===== src/rtl/sharpen_clamp_framer.sv =====
// Saturates signed sharpened pixels to 8 bits, tags frame geometry
// (sof/eol/eof) and buffers them in a small FIFO for the sink.
//
// Ports:
//   clk, rst         rising-edge clock, async active-high reset
//   in_pixel, in_en  signed pixel from upstream; no backpressure
//   out_pixel        clamped pixel at FIFO head (0 when empty)
//   out_valid        FIFO not empty
//   out_ready        sink accepts head (pop on valid && ready)
//   out_sof/eol/eof  geometry flags of the head pixel
//   overflow         sticky, a pixel was dropped on a full FIFO
// Optional (macro CLIP_COUNT_EN):
//   clip_count       clamped pixels so far in the current frame
//   clip_count_last  total of the previous complete frame
module sharpen_clamp_framer #(
  parameter int IMG_W      = 128,
  parameter int IMG_H      = 128,
  parameter int IN_W       = 10,
  parameter int FIFO_DEPTH = 4
) (
  input  logic            clk,
  input  logic            rst,
  input  logic [IN_W-1:0] in_pixel,
  input  logic            in_en,
  output logic [7:0]      out_pixel,
  output logic            out_valid,
  input  logic            out_ready,
  output logic            out_sof,
  output logic            out_eol,
  output logic            out_eof,
  output logic            overflow
`ifdef CLIP_COUNT_EN
  ,
  output logic [15:0]     clip_count,
  output logic [15:0]     clip_count_last
`endif
);

  localparam int CW = (IMG_W > 1) ? $clog2(IMG_W) : 1;
  localparam int RW = (IMG_H > 1) ? $clog2(IMG_H) : 1;
  localparam int PW = $clog2(FIFO_DEPTH);

  localparam logic [CW-1:0] COL_LAST = CW'(IMG_W - 1);
  localparam logic [RW-1:0] ROW_LAST = RW'(IMG_H - 1);
  localparam logic [PW:0]   FULL_CNT = (PW+1)'(FIFO_DEPTH);
  localparam logic signed [IN_W-1:0] MAXV = IN_W'(255);

  typedef struct packed {
    logic [7:0] px;
    logic       sof;
    logic       eol;
    logic       eof;
  } ent_t;

  logic signed [IN_W-1:0] spx;
  logic                   is_neg;
  logic                   is_big;
  logic [7:0]             clamped;

  assign spx    = $signed(in_pixel);
  assign is_neg = spx[IN_W-1];
  assign is_big = spx > MAXV;

  always_comb begin
    clamped = 8'd0;
    unique case (1'b1)
      is_neg:  clamped = 8'd0;
      is_big:  clamped = 8'hFF;
      default: clamped = in_pixel[7:0];
    endcase
  end

  logic [CW-1:0] col;
  logic [RW-1:0] row;
  logic          at_sof;
  logic          at_eol;
  logic          at_eof;

  assign at_sof = (col == '0) && (row == '0);
  assign at_eol = (col == COL_LAST);
  assign at_eof = at_eol && (row == ROW_LAST);

  // Counters track every accepted pixel, even ones the FIFO
  // later drops, so the geometry never slips.
  always_ff @(posedge clk or posedge rst) begin
    if (rst) begin
      col <= '0;
      row <= '0;
    end else if (in_en) begin
      if (at_eol) begin
        col <= '0;
        row <= at_eof ? '0 : row + RW'(1);
      end else begin
        col <= col + CW'(1);
      end
    end
  end

  ent_t s1;
  logic s1_valid;

  always_ff @(posedge clk or posedge rst) begin
    if (rst) begin
      s1_valid <= 1'b0;
      s1       <= '0;
    end else begin
      s1_valid <= in_en;
      if (in_en) begin
        s1 <= '{clamped, at_sof, at_eol, at_eof};
      end
    end
  end

  ent_t          mem [FIFO_DEPTH];
  ent_t          head;
  logic [PW-1:0] wr_ptr;
  logic [PW-1:0] rd_ptr;
  logic [PW:0]   count;
  logic          full;
  logic          pop;
  logic          push;

  assign full      = (count == FULL_CNT);
  assign out_valid = (count != '0);
  assign pop       = out_valid && out_ready;
  // A pop frees the slot this edge, so a full FIFO still accepts.
  assign push      = s1_valid && (!full || pop);
  assign head      = mem[rd_ptr];

  always_ff @(posedge clk) begin
    if (push) begin
      mem[wr_ptr] <= s1;
    end
  end

  always_ff @(posedge clk or posedge rst) begin
    if (rst) begin
      wr_ptr   <= '0;
      rd_ptr   <= '0;
      count    <= '0;
      overflow <= 1'b0;
    end else begin
      if (push) begin
        wr_ptr <= wr_ptr + PW'(1);
      end
      if (pop) begin
        rd_ptr <= rd_ptr + PW'(1);
      end
      if (push && !pop) begin
        count <= count + (PW+1)'(1);
      end else if (pop && !push) begin
        count <= count - (PW+1)'(1);
      end
      if (s1_valid && !push) begin
        overflow <= 1'b1;
      end
    end
  end

  assign out_pixel = out_valid ? head.px  : 8'd0;
  assign out_sof   = out_valid ? head.sof : 1'b0;
  assign out_eol   = out_valid ? head.eol : 1'b0;
  assign out_eof   = out_valid ? head.eof : 1'b0;

`ifdef CLIP_COUNT_EN
  logic clip;

  assign clip = is_neg | is_big;

  always_ff @(posedge clk or posedge rst) begin
    if (rst) begin
      clip_count      <= 16'd0;
      clip_count_last <= 16'd0;
    end else if (in_en) begin
      if (at_eof) begin
        clip_count_last <= clip_count + 16'(clip);
        clip_count      <= 16'd0;
      end else if (clip) begin
        clip_count <= clip_count + 16'd1;
      end
    end
  end
`endif

endmodule


===== config.mk =====
export PLATFORM = sky130hd
export DESIGN_NAME = sharpen_clamp_framer
export DESIGN_NICKNAME = d
export VERILOG_FILES = /design/src/rtl/sharpen_clamp_framer.sv
export SDC_FILE = /design/constraint.sdc
export NUM_CORES = 1
export LEC_CHECK = 0
export CAP_MARGIN = 40
export CORE_ASPECT_RATIO = 0.7
export CORE_MARGIN = 3
export CORE_UTILIZATION = 55
export CTS_CLUSTER_SIZE = 30
export DETAILED_ROUTE_END_ITERATION = 8
export MAX_ROUTING_LAYER = met4
export PLACE_DENSITY_LB_ADDON = 0.12
export SLEW_MARGIN = 10
export SYNTH_ARGS = -nofsm -noshare
export SYNTH_HDL_FRONTEND = slang
export SYNTH_SLANG_ARGS = --single-unit

===== constraint.sdc =====
create_clock -name clk -period 2.9 [get_ports clk]
set_input_delay 0.435 -clock clk [delete_from_list [all_inputs] [get_ports clk]]
set_output_delay 0.435 -clock clk [all_outputs]
set_load 0.02 [all_outputs]

## Word level (Yosys, flattened, before mapping)

Memory sizes are Yosys's and may differ from the RTL's.
Cells that the tools add are included.

- Logic and storage cells: 49
- Memories kept: 1
- RAM bits: 44
- Memory bits (read-only): 0
- Register bits: 34
- Bits in latches: 0

- Multipliers: 0
- Reduce and logical (&&, ||, !) cells: 16
- Shift operators: 0
- Eq/ne operators: 3
- Add/subtract/negate cells: 6
- Multiplexer cells: 11
- Div/mod/pow operators: 0
- Magnitude comparators: 1
- Bitwise logic cells: 0

Memories:

| name | depth | width | read ports | clocked after memory_dff | write ports | line | source |
|---|---|---|---|---|---|---|---|
| mem | 4 | 11 | 1 | 0 | 1 | 114 | `ent_t mem [FIFO_DEPTH];` |

Operators with widths:

| operator | number |
|---|---|
| $pmux 8 s2 | 1 |
| $add 7x1->7 const B | 2 |
| $eq 7x7->1 const B | 2 |
| $logic_not 7->1 | 2 |
| $mux 7 | 2 |
| $gt 10x9->1 const B | 1 |
| $mux 8 | 1 |
| $logic_and 1x1->1 | 7 |
| $mux 3 | 2 |
| $mux 1 | 5 |
| $add 2x1->2 const B | 2 |
| $add 3x1->3 const B | 1 |
| $eq 3x3->1 const B | 1 |
| $logic_not 1->1 | 3 |
| $reduce_bool 3->1 | 1 |
| $sub 3x1->3 const B | 1 |
| $reduce_and 2->1 | 1 |
| $reduce_bool 2->1 | 1 |
| $logic_or 1x1->1 | 1 |

## Logic depth before layout (Yosys ltp)

Gate-level depths: netlist of the first run.

- Depth in word-level cells: 8
- Depth in mapped cells: 9
- Gate-level depth less buffers: 8

## Worst setup path after synthesis of the first run

Ideal clock, no wire load.

- Path type: flip-flop to flip-flop
- Start point: reg count[0]
- End point: reg count[2]
- Cell stages (with the launch flop): 9
- Setup slack: 0.891 ns
- Arrival: 1.930 ns
- Clock period less this slack: 2.009 ns
- Required time: 2.821 ns
- Setup time: 0.079 ns
- Cells stage by stage: dfrtp_1 or3_1 nand2_1 ha_1 inv_1 fa_1 xor2_1 nor2_1 xor2_1

- Cells in the longest elaborated chain, start to end: 7
- Elaborated cells between the ends (all ways): 15
- Classes of those cells: add/sub: 2; eq/ne: 1; mux: 2; reduce/logical: 10

RTL lines:

| element | line | source |
|---|---|---|
| from (decl) | 118 | `logic [PW:0] count;` |
| from (signal assigned) | 150 | `count <= count + (PW+1)'(1);` |
| from (signal assigned) | 152 | `count <= count - (PW+1)'(1);` |
| parallel branches: the longest is 7 deep, another holds $sub 3x1->3 | - |  |

Several ways; the timed one is not identified. The select of a mux whose other input is x is not followed.
A chain may end at the register's enable or synchronous reset.

## Final worst setup path of the first run

- Start point: reg rd_ptr[0]
- End point: out out_pixel[1]

- Cells in the longest elaborated chain, start to end: 2

RTL lines:

| element | line | source |
|---|---|---|
| from (decl) | 117 | `logic [PW-1:0] rd_ptr;` |
| from (signal assigned) | 147 | `rd_ptr <= rd_ptr + PW'(1);` |
| $mem_v2 4x11 | - |  |
| $mux 8 | 160 | `assign out_pixel = out_valid ? head.px : 8'd0;` |
| to (decl) | 25 | `output logic [7:0] out_pixel,` |

No other way between the ends.

==> results by group, run 1 <==
Clocking
  • Clock Tree Buf Depth: 2
  • CTS Root Cell: clkbuf_8
  • H-tree depth: 3
  • Post-CTS Hold Fix Bufs: 0
  • PostCTS Resize Cnt: 0
  • Skew-Pair Late Insertion Delay: ~0.34 ns
  • CTS tree: built
  • Setup bufs post-CTS: 0
  • CTS clk-pin slew, worst paths: ~0.080 ns
  • Clock sink count: 78
  • Inserted Clock Buffers: 9

Drt
  • Antenna-violating nets left: 0
  • Drc violations: 0
  • Routed wire length: approximately 5700 um
  • Total number of vias: 1886
  • Drt pass-1 iters: 4
  • WL per Instance: between 15 and 20 um
  • Initial DRC Count: 94
  • Vias per inst: ~5.5

STA
  • Final hold viol count: 0
  • Post-route minimum period: between 2 and 3 ns
  • Relative slew margins: roughly three fifths
  • Tcrit/Tclk final: 91.32%
  • RSZ-0062 raised after global routing: no
  • Setup Total Neg Slack: 0 ns
  • # setup viols final: 0
  • Max Freq: 377.6 MHz
  • Slew at the pin closest to its max-slew limit: approximately 0.59 ns
  • Setup Skew: roughly 0.011 ns
  • Max-slew violations: 0

Worst setup path
  • CP Class: register to output pin
  • CP Data Required Time: between 2 and 2.5 ns
  • Worst-path fanout max: 13
  • CP Launch Type: register
  • Critical Path End Type: output pin
  • CP Data Arrival Time: 2.21 ns

Power
  • Psw: ~0.0011 W
  • Pint: 0.002607 W
  • Total power: 0.003705 W
  • Sw frac: a little under 30%
  • Max VDD drop: approximately 0.38 mV
  • Clock share of power: between 20 and 25%
  • Combinational power share: roughly a third
  • Seq pwr share: a little over two fifths
  • PwrDens: a little over 900 mW/mm2
  • Leak pwr: 1.539 nW

GRT
  • Initial antenna violation count: 0
  • First-pass GRT wire length: around 9800 um
  • Total GRT Usage: 19.16%
  • Busiest grt layer: met1
  • GR Util met1: 27.22%
  • Met2 usage in global routing: between 20% and 30%
  • Met3 track demand over resource: around 7%
  • GR Overflow Total: 0
  • Via count of the first global-routing pass: ~1900
  • Largest net degree at the start of global routing: 35

Yosys
  • Cells after Synth: between 200 and 250
  • Main combinational cell family by area after synthesis: multiplexers
  • Synthesized flop and latch total: 78
  • XOR/XNOR share of the synthesized area: under 10%
  • Synthesis Warnings: 0
  • Mapped Nets: between 200 and 300
  • Synth Area in Adders: under 10%
  • Yosys cell types: 38
  • Compound-Gate Fraction of Synth Area: roughly 3.4%
  • Post-Synth Simple-Gate Area: ~11%
  • Post-synthesis area per instance: about 15 um2
  • Mux contribution to synthesized area: between 10% and 20%
  • Synthesized area: approximately 0.0034 mm2
  • Register area share after synthesis: between 60% and 70%

Cells and area
  • Layout cells sized above 1: approximately 14%
  • Non-Filler Instances: 340
  • Inserted Diodes: 0
  • Fill cells: 410
  • Area Growth Syn to Fin: 16.64%
  • Fin nets: about 280

Die
  • Num ports: 27
  • Die H: 71.77 um
  • Die area: about 0.0072 mm2
  • Initial Utilization: 58.17%
  • Row cnt: 23
  • Die X: around 100 um
  • Core area: between 0.005 and 0.006 mm2

Placed design
  • Placed Cells incl. Taps: roughly 320
  • IO Port Bufs: 26
  • Post-DP HPWL: ~3900 um
  • GP Congestion: 0.8179

Status
  • Status: completed

Run
  • Max-Cap Viols: 0

Min path
  • HP Class: input pin to async pin
-- cell usage in the layout (no fill, tap or decap), types with 3 or more instances in the layout --
| master | instances |
|---|---|
| clkdlybuf4s50_1 | 26 |
| o211ai_1 | 3 |
| clkbuf_8 | 12 |
| and2_1 | 15 |
| nand4_1 | 3 |
| mux2_2 | 10 |
| mux4_1 | 8 |
| ha_1 | 9 |
| buf_4 | 4 |
| nor2_1 | 19 |
| dfrtp_1 | 34 |
| nand2_1 | 8 |
| xnor2_1 | 7 |
| nand3_1 | 8 |
| mux4_2 | 3 |
| edfxtp_1 | 44 |
| o21ai_0 | 9 |
| inv_1 | 11 |
| xor2_1 | 6 |
-- worst max-delay path: stages, from the launching register on --
cell and delay (ns):
dfrtp_1 0.33, buf_4 0.24, mux4_1 0.60, and2_1 0.18
clkdlybuf4s50_1 0.53
-- power groups by stage --
stage	logic, W	clock network, W	registers, W
final	0.00118	0.000907	0.00162
after global routing	0.00128	0.000989	0.00166
after CTS	0.00120	0.000928	0.00163
after detailed placement	0.00120	0	0.00165
after global placement	0.00118	0	0.00164
after floorplan	0.000806	0	0.00158
-- final timing paths --
check                                 startpoint                     to  slack [ns]  cells after the start
setup / recovery           rd_ptr[0]$_DFFE_PP0P_           out_pixel[1]        0.25                      4
hold / removal                               rst     col[0]$_DFFE_PP0P_        0.48                      3
setup reg to reg            count[0]$_DFFE_PP0P_   count[2]$_DFFE_PP0P_        0.57                      8
hold reg to reg             overflow$_DFFE_PP0P_   overflow$_DFFE_PP0P_        0.48                      1
max in group asynchronous                    rst  rd_ptr[0]$_DFFE_PP0P_        2.09                      3
min in group clk            overflow$_DFFE_PP0P_   overflow$_DFFE_PP0P_        0.48                      1
-- cell usage after synthesis --
| cell | n | area [um2] |
|---|---|---|
| o21ai_0 | 9 | 45.04 |
| xnor2_1 | 7 | 61.31 |
| mux4_2 | 3 | 67.56 |
| nor4_2 | 1 | 12.51 |
| nor2b_1 | 1 | 6.260 |
| buf_2 | 4 | 20.02 |
| and3_1 | 2 | 12.51 |
| ha_1 | 9 | 112.6 |
| clkbuf_8 | 1 | 13.76 |
| nor4b_1 | 2 | 17.52 |
| inv_1 | 11 | 41.29 |
| and2_1 | 15 | 93.84 |
| mux4_1 | 8 | 210.2 |
| or2_2 | 1 | 6.260 |
| o32ai_1 | 1 | 8.760 |
| xor2_1 | 6 | 52.55 |
| nand4_2 | 1 | 12.51 |
| nor3_1 | 1 | 5.000 |
| dfrtp_1 | 34 | 850.8 |
| o211ai_1 | 3 | 22.52 |
| or3_1 | 2 | 12.51 |
| a21oi_1 | 1 | 5.000 |
| a22oi_1 | 1 | 7.510 |
| o41ai_1 | 2 | 17.52 |
| nor4b_2 | 1 | 15.01 |
| nand4_1 | 3 | 18.77 |
| edfxtp_1 | 44 | 1321 |
| nand3_1 | 8 | 40.04 |
| mux2i_1 | 1 | 10.01 |
| buf_6 | 1 | 11.26 |
| clkbuf_1 | 2 | 7.510 |
| fa_1 | 1 | 20.02 |
| nand2_1 | 8 | 30.03 |
| and4_4 | 1 | 11.26 |
| a21o_1 | 1 | 7.510 |
| mux2_2 | 10 | 112.6 |
| nor2_1 | 19 | 71.32 |
| nor4_1 | 1 | 6.260 |
-- area by class of cell --
class                           count  area [um2]  area share (%)
Multi-Input combinational cell    130        1132           28.57
Clock inverter                      3       65.06           1.641
Tap cell                           75       93.84           2.367
Timing Repair Buffer               30       290.3           7.323
Inverter                           11       41.29           1.042
Clock buffer                       13       168.9           4.261
Sequential cell                    78        2172           54.80
-- sequential cells by signal, indices dropped and copies added, names as in the netlist --
register  flops
s1_valid      1
mem          44
col           7
count         3
rd_ptr        2
wr_ptr        2
row           7
s1           11
overflow      1
-- layer usage --
layer  vias up  wire, um
li1        902         -
met1       936      2820
met2        43      2487
met3         5       277
met4         0        72
met5         -         0
-- kinds of logic (layout without fill, tap and decap cells) --
| logic type | Yosys count | after routing |
|---|---|---|
| flops | 78 | 78 |
| simple gates | 67 | 67 |
| mux | 22 | 22 |
| buf+inv | 19 | 57 |
| compound gates | 18 | 18 |
| xor+xnor | 13 | 13 |
| fa+ha+maj | 10 | 10 |
-- metrics by stage --
stage                     area (um2)  util (%)  hold slack [ns]  setup slack, ns
final                           3964     67.85           0.4802           0.2518
after global routing            3964     67.85           0.5048           0.1394
after CTS                       3964     67.85           0.4921           0.2171
after detailed placement        3730     63.85           0.4756           0.5292
after global placement          3730     63.85           0.4803           0.5942
after floorplan                 3398         -           0.4419           0.8913
Note: power is estimated with default switching activity, not from simulation.
==> inputs of run 2 (changes only) <==
Settings changed: PLACE_DENSITY_LB_ADDON 0.12 to 0.25.
==> results by group, run 2 (synthesis gave the netlist of run 1 again) <==
Status
  • Status: completed

Die
  • Die H: 71.77 um
  • Row cnt: 23
  • Initial Utilization: 58.17%
  • Core area: a little under 0.006 mm2
  • Die area: 0.007173 mm2
  • Die X: 99.95 um
  • Num ports: 27

Clocking
  • Setup bufs post-CTS: 0
  • CTS Root Cell: clkbuf_8
  • Inserted Clock Buffers: 9
  • CTS clk-pin slew, worst paths: around 0.08 ns
  • Clock Tree Buf Depth: 2
  • Clock sink count: 78
  • CTS tree: built
  • H-tree depth: 3
  • PostCTS Resize Cnt: 0
  • Skew-Pair Late Insertion Delay: around 0.35 ns
  • Post-CTS Hold Fix Bufs: 0

Drt
  • Drt pass-1 iters: 4
  • Total number of vias: between 1500 and 2000
  • Initial DRC Count: around 130
  • Vias per inst: 5.534
  • Routed wire length: around 5500 um
  • WL per Instance: ~16 um
  • Drc violations: 0
  • Antenna-violating nets left: 0

Power
  • PwrDens: between 800 and 900 mW/mm2
  • Leak pwr: between 1.5 and 2 nW
  • Total power: between 0.003 and 0.004 W
  • Max VDD drop: roughly 0.42 mV

STA
  • Relative slew margins: about three fifths
  • Slew at the pin closest to its max-slew limit: between 0.5 and 0.6 ns
  • Setup Total Neg Slack: 0 ns
  • Post-route minimum period: roughly 2.7 ns
  • Final WS setup: between 0.2 and 0.25 ns
  • Min Hold Slack: between 0.4 and 0.5 ns
  • # setup viols final: 0
  • Setup Skew: between 0.01 and 0.015 ns
  • Final hold viol count: 0
  • RSZ-0062 raised after global routing: no
  • Max Freq: 373.9 MHz
  • Tcrit/Tclk final: between 90% and 100%
  • Max-slew violations: 0

Placed design
  • Post-DP HPWL: ~3800 um
  • IO Port Bufs: 26
  • Placed Cells incl. Taps: between 300 and 400
  • GP Congestion: between 0.7 and 0.8
  • Place WS: roughly 0.32 ns

Cells and area
  • Area Growth Syn to Fin: 14.69%
  • Fill cells: 411
  • Inserted Diodes: 0
  • Layout cells sized above 1: approximately 13%
  • Fin nets: about 280
  • Most common cell after layout, fill and taps aside: edfxtp_1
  • Largest regs: mem x44, s1 x11
  • Max reg flops: 44
  • Non-Filler Instances: ~340
  • Commonest cells after routing, fill and taps aside: 44 x edfxtp_1, 34 x dfrtp_1, 26 x clkdlybuf4s50_1
  • Most flop-heavy register: mem

GRT
  • Largest net degree at the start of global routing: 35
  • First-pass GRT wire length: between 9000 and 10000 um
  • Via count of the first global-routing pass: between 1500 and 2000
  • Initial antenna violation count: 0
  • GR Overflow Total: 0
  • Total GRT Usage: approximately 18%

Worst setup path
  • Critical Path End Type: output pin
  • Number of cells on the worst reg-to-reg path: 8
  • CP Launch Type: register
  • Worst-path fanout max: 13
  • CP Data Arrival Time: between 2 and 2.5 ns
  • CP Class: register to output pin
  • CP Data Required Time: 2.47 ns

Min path
  • HP Class: register to register
  • Hold depth: 1

Run
  • Max-Cap Viols: 0
-- run 2: cell types whose count changed in the layout (fill, tap and decap cells not counted), sizes merged --
cell / previous run / this run
clkinv: 1 / 4
buf: 4 / 3
bufinv: 2 / 0
clkbuf: 13 / 11
clkinvlp: 0 / 1
-- run 2: per-stage QoR --
stage | utilization (%) | area [um2]
2_1_floorplan | - | 3398
4_1_cts | 66.72 | 3897
3_5_place_dp | 63.72 | 3722
3_3_place_gp | 63.72 | 3722
5_1_grt | 66.72 | 3897
6_report | 66.72 | 3897
-- run 2: metal layers --
metal	share of wire [%]	track usage [%]
met5	0	-
met4	1.2	5.455
met3	5.0	6.226
met2	43	24.98
met1	50	25.98
-- run 2: worst max-delay path, stage by stage, from the launching register on --
cell and delay, ns:
dfrtp_1 0.32, buf_4 0.24, mux4_1 0.63, and2_1 0.18, clkdlybuf4s50_1 0.53
-- run 2: where the power goes --
| part | internal (W) | switching (W) |
|---|---|---|
| Sequential | 0.00144 | 0.000183 |
| Clock | 0.000347 | 0.000360 |
| Combinational | 0.000614 | 0.000561 |
-- run 2: path summary, 6_finish.rpt --
check / startpoint / to / slack [ns]
setup / recovery: rd_ptr[0]$_DFFE_PP0P_ / out_eof / 0.23
hold / removal: overflow$_DFFE_PP0P_ / overflow$_DFFE_PP0P_ / 0.47
setup reg to reg: count[0]$_DFFE_PP0P_ / count[2]$_DFFE_PP0P_ / 0.60
hold reg to reg: overflow$_DFFE_PP0P_ / overflow$_DFFE_PP0P_ / 0.47
max in group asynchronous: rst / s1[8]$_DFFE_PP0P_ / 2.11
min in group asynchronous: rst / count[2]$_DFFE_PP0P_ / 0.48
-- run 2: final cells by class --
class                           instances  area, um2  share of cell area (%)
Clock buffer                           11      151.4                   3.884
Tap cell                               75      93.84                   2.408
Clock inverter                          5      23.77                  0.6100
Sequential cell                        78       2172                   55.73
Multi-Input combinational cell        130       1132                   29.05
Timing Repair Buffer                   29      282.8                   7.255
Inverter                               11      41.29                   1.059
==> inputs of run 3 (changes only) <==
Settings changed: DONT_BUFFER_PORTS set to 1.
==> results by group, run 3 (synthesis gave the netlist of run 1 again) <==
GRT
  • Met3 track demand over resource: between 5 and 6%
  • Initial antenna violation count: 0
  • Largest net degree at the start of global routing: 35
  • Met2 usage in global routing: between 20% and 30%
  • GR Util met1: around a quarter
  • GR Overflow Total: 0
  • Busiest grt layer: met1
  • First-pass GRT wire length: about 9000 um
  • Via count of the first global-routing pass: 1741
  • Total GRT Usage: 17.48%

Placed design
  • GP Congestion: about 0.77
  • Post-DP HPWL: ~3600 um
  • IO Port Bufs: 0

Cells and area
  • Max reg flops: 44
  • Fin nets: between 200 and 300
  • Most common cell after layout, fill and taps aside: edfxtp_1
  • Most flop-heavy register: mem
  • Commonest cells after routing, fill and taps aside: 44 x edfxtp_1, 34 x dfrtp_1, 19 x nor2_1
  • Layout cells sized above 1: between 10% and 20%
  • Largest regs: mem x44, s1 x11
  • Area Growth Syn to Fin: 7.290%
  • Inserted Diodes: 0

Worst setup path
  • Worst path bufs/invs: 0
  • Worst-path fanout max: 12
  • Number of cells on the worst reg-to-reg path: 9
  • CP Data Required Time: around 2.5 ns
  • Slowest library cell on the worst path: dfrtp_1
  • CP Launch Type: register
  • CP Data Arrival Time: around 2.0 ns
  • Reg2Reg Setup Slack: 0.67 ns
  • Critical Path End Type: output pin
  • Worst reg2reg startpoint: count[0]$_DFFE_PP0P_
  • Critical path depth: 2
  • Cell family with most CP delay: flip-flops
  • Critical path cell sequence: mux4_1 > and2_1
  • Max incr delay on CP: 0.73 ns
  • CP Class: register to output pin
  • FF-to-FF End: count[2]$_DFFE_PP0P_

Drt
  • Routed wire length: around 5300 um
  • Drc violations: 0
  • Antenna-violating nets left: 0
  • WL per Instance: 16.86 um
  • Initial DRC Count: 129
  • Drt pass-1 iters: 4
  • Total number of vias: approximately 1700
  • Vias per inst: 5.530

Power
  • Clock share of power: between 20% and 30%
  • Leak pwr: ~1.4 nW
  • Pint: 0.002224 W
  • Total power: between 0.003 and 0.004 W
  • Combinational power share: between 20% and 30%
  • Psw: between 0.001 and 0.0015 W
  • PwrDens: 900.4 mW/mm2
  • Sw frac: approximately 32%
  • Max VDD drop: 0.4140 mV
  • Seq pwr share: 50.6%

Status
  • Status: completed

STA
  • Relative slew margins: 59.16%
  • Tcrit/Tclk final: 83.10%
  • Final hold viol count: 0
  • Post-route minimum period: about 2.4 ns
  • Slew at the pin closest to its max-slew limit: between 0.6 and 0.7 ns
  • Setup Skew: roughly 0.011 ns
  • Max Freq: 414.9 MHz
  • Setup Total Neg Slack: 0 ns
  • RSZ-0062 raised after global routing: no
  • Max-slew violations: 0
  • # setup viols final: 0

Die
  • Initial Utilization: roughly three fifths
  • Die area: around 0.0072 mm2
  • Die H: 71.77 um
  • Row cnt: 23
  • Die X: roughly 100 um
  • Core area: slightly below 0.006 mm2
  • Num ports: 27

Clocking
  • Post-CTS Hold Fix Bufs: 0
  • Skew-Pair Late Insertion Delay: roughly 0.34 ns
  • CTS Root Cell: clkbuf_8
  • Clock Tree Buf Depth: 2
  • PostCTS Resize Cnt: 0
  • Setup bufs post-CTS: 0
  • Inserted Clock Buffers: 9
  • Clock sink count: 78
  • CTS clk-pin slew, worst paths: roughly 0.08 ns
  • CTS tree: built
  • H-tree depth: 3

Run
  • Max-Cap Viols: 0

Min path
  • HP Class: input pin to async pin
-- run 3: final cells by class --
class	instances	area, um2
fill	463	2196
sequential	78	2172
multi-input combinational	130	1132
clock buffer	11	131.4
tap	75	93.84
clock inverter	5	52.55
inverter	11	41.29
timing repair buffer	3	22.52
-- run 3: stage by stage --
step                hold WS [ns]  utilization [%]  instance area (um2)  setup slack [ns]  std cells
finish                   0.08136            62.41                 3646            0.4900        313
global route             0.08987            62.41                 3646            0.3681        313
CTS                      0.07864            62.41                 3646            0.4327        313
detailed placement        0.4543            59.26                 3462            0.6711        297
global placement          0.4503            59.26                 3462            0.7041        297
floorplan                 0.4419                -                 3398            0.8913        227
-- run 3: metal layers --
| layer | share of wire, % | routed length [um] |
|---|---|---|
| met1 | 50 | 2661 |
| met2 | 43 | 2293 |
| met3 | 5.1 | 268 |
| met4 | 1.0 | 53 |
| met5 | 0 | 0 |
-- run 3: power groups by stage --
stage / clock network (W) / registers, W / logic (W)
floorplan: 0 / 0.00158 / 0.000806
global placement: 0 / 0.00168 / 0.000865
detailed placement: 0 / 0.00169 / 0.000883
CTS: 0.000777 / 0.00167 / 0.000885
global route: 0.000828 / 0.00171 / 0.000953
finish: 0.000757 / 0.00166 / 0.000867
-- run 3: how the worst max path moves through the flow --
stage	slack [ns]	from	end
2_1_floorplan	0.89	count[0]$_DFFE_PP0P_	count[2]$_DFFE_PP0P_
3_3_place_gp	0.70	count[0]$_DFFE_PP0P_	count[2]$_DFFE_PP0P_
3_5_place_dp	0.67	count[0]$_DFFE_PP0P_	count[2]$_DFFE_PP0P_
4_1_cts	0.43	rd_ptr[0]$_DFFE_PP0P_	out_pixel[7]
5_1_grt	0.37	rd_ptr[0]$_DFFE_PP0P_	out_sof
6_report	0.49	rd_ptr[0]$_DFFE_PP0P_	out_eof
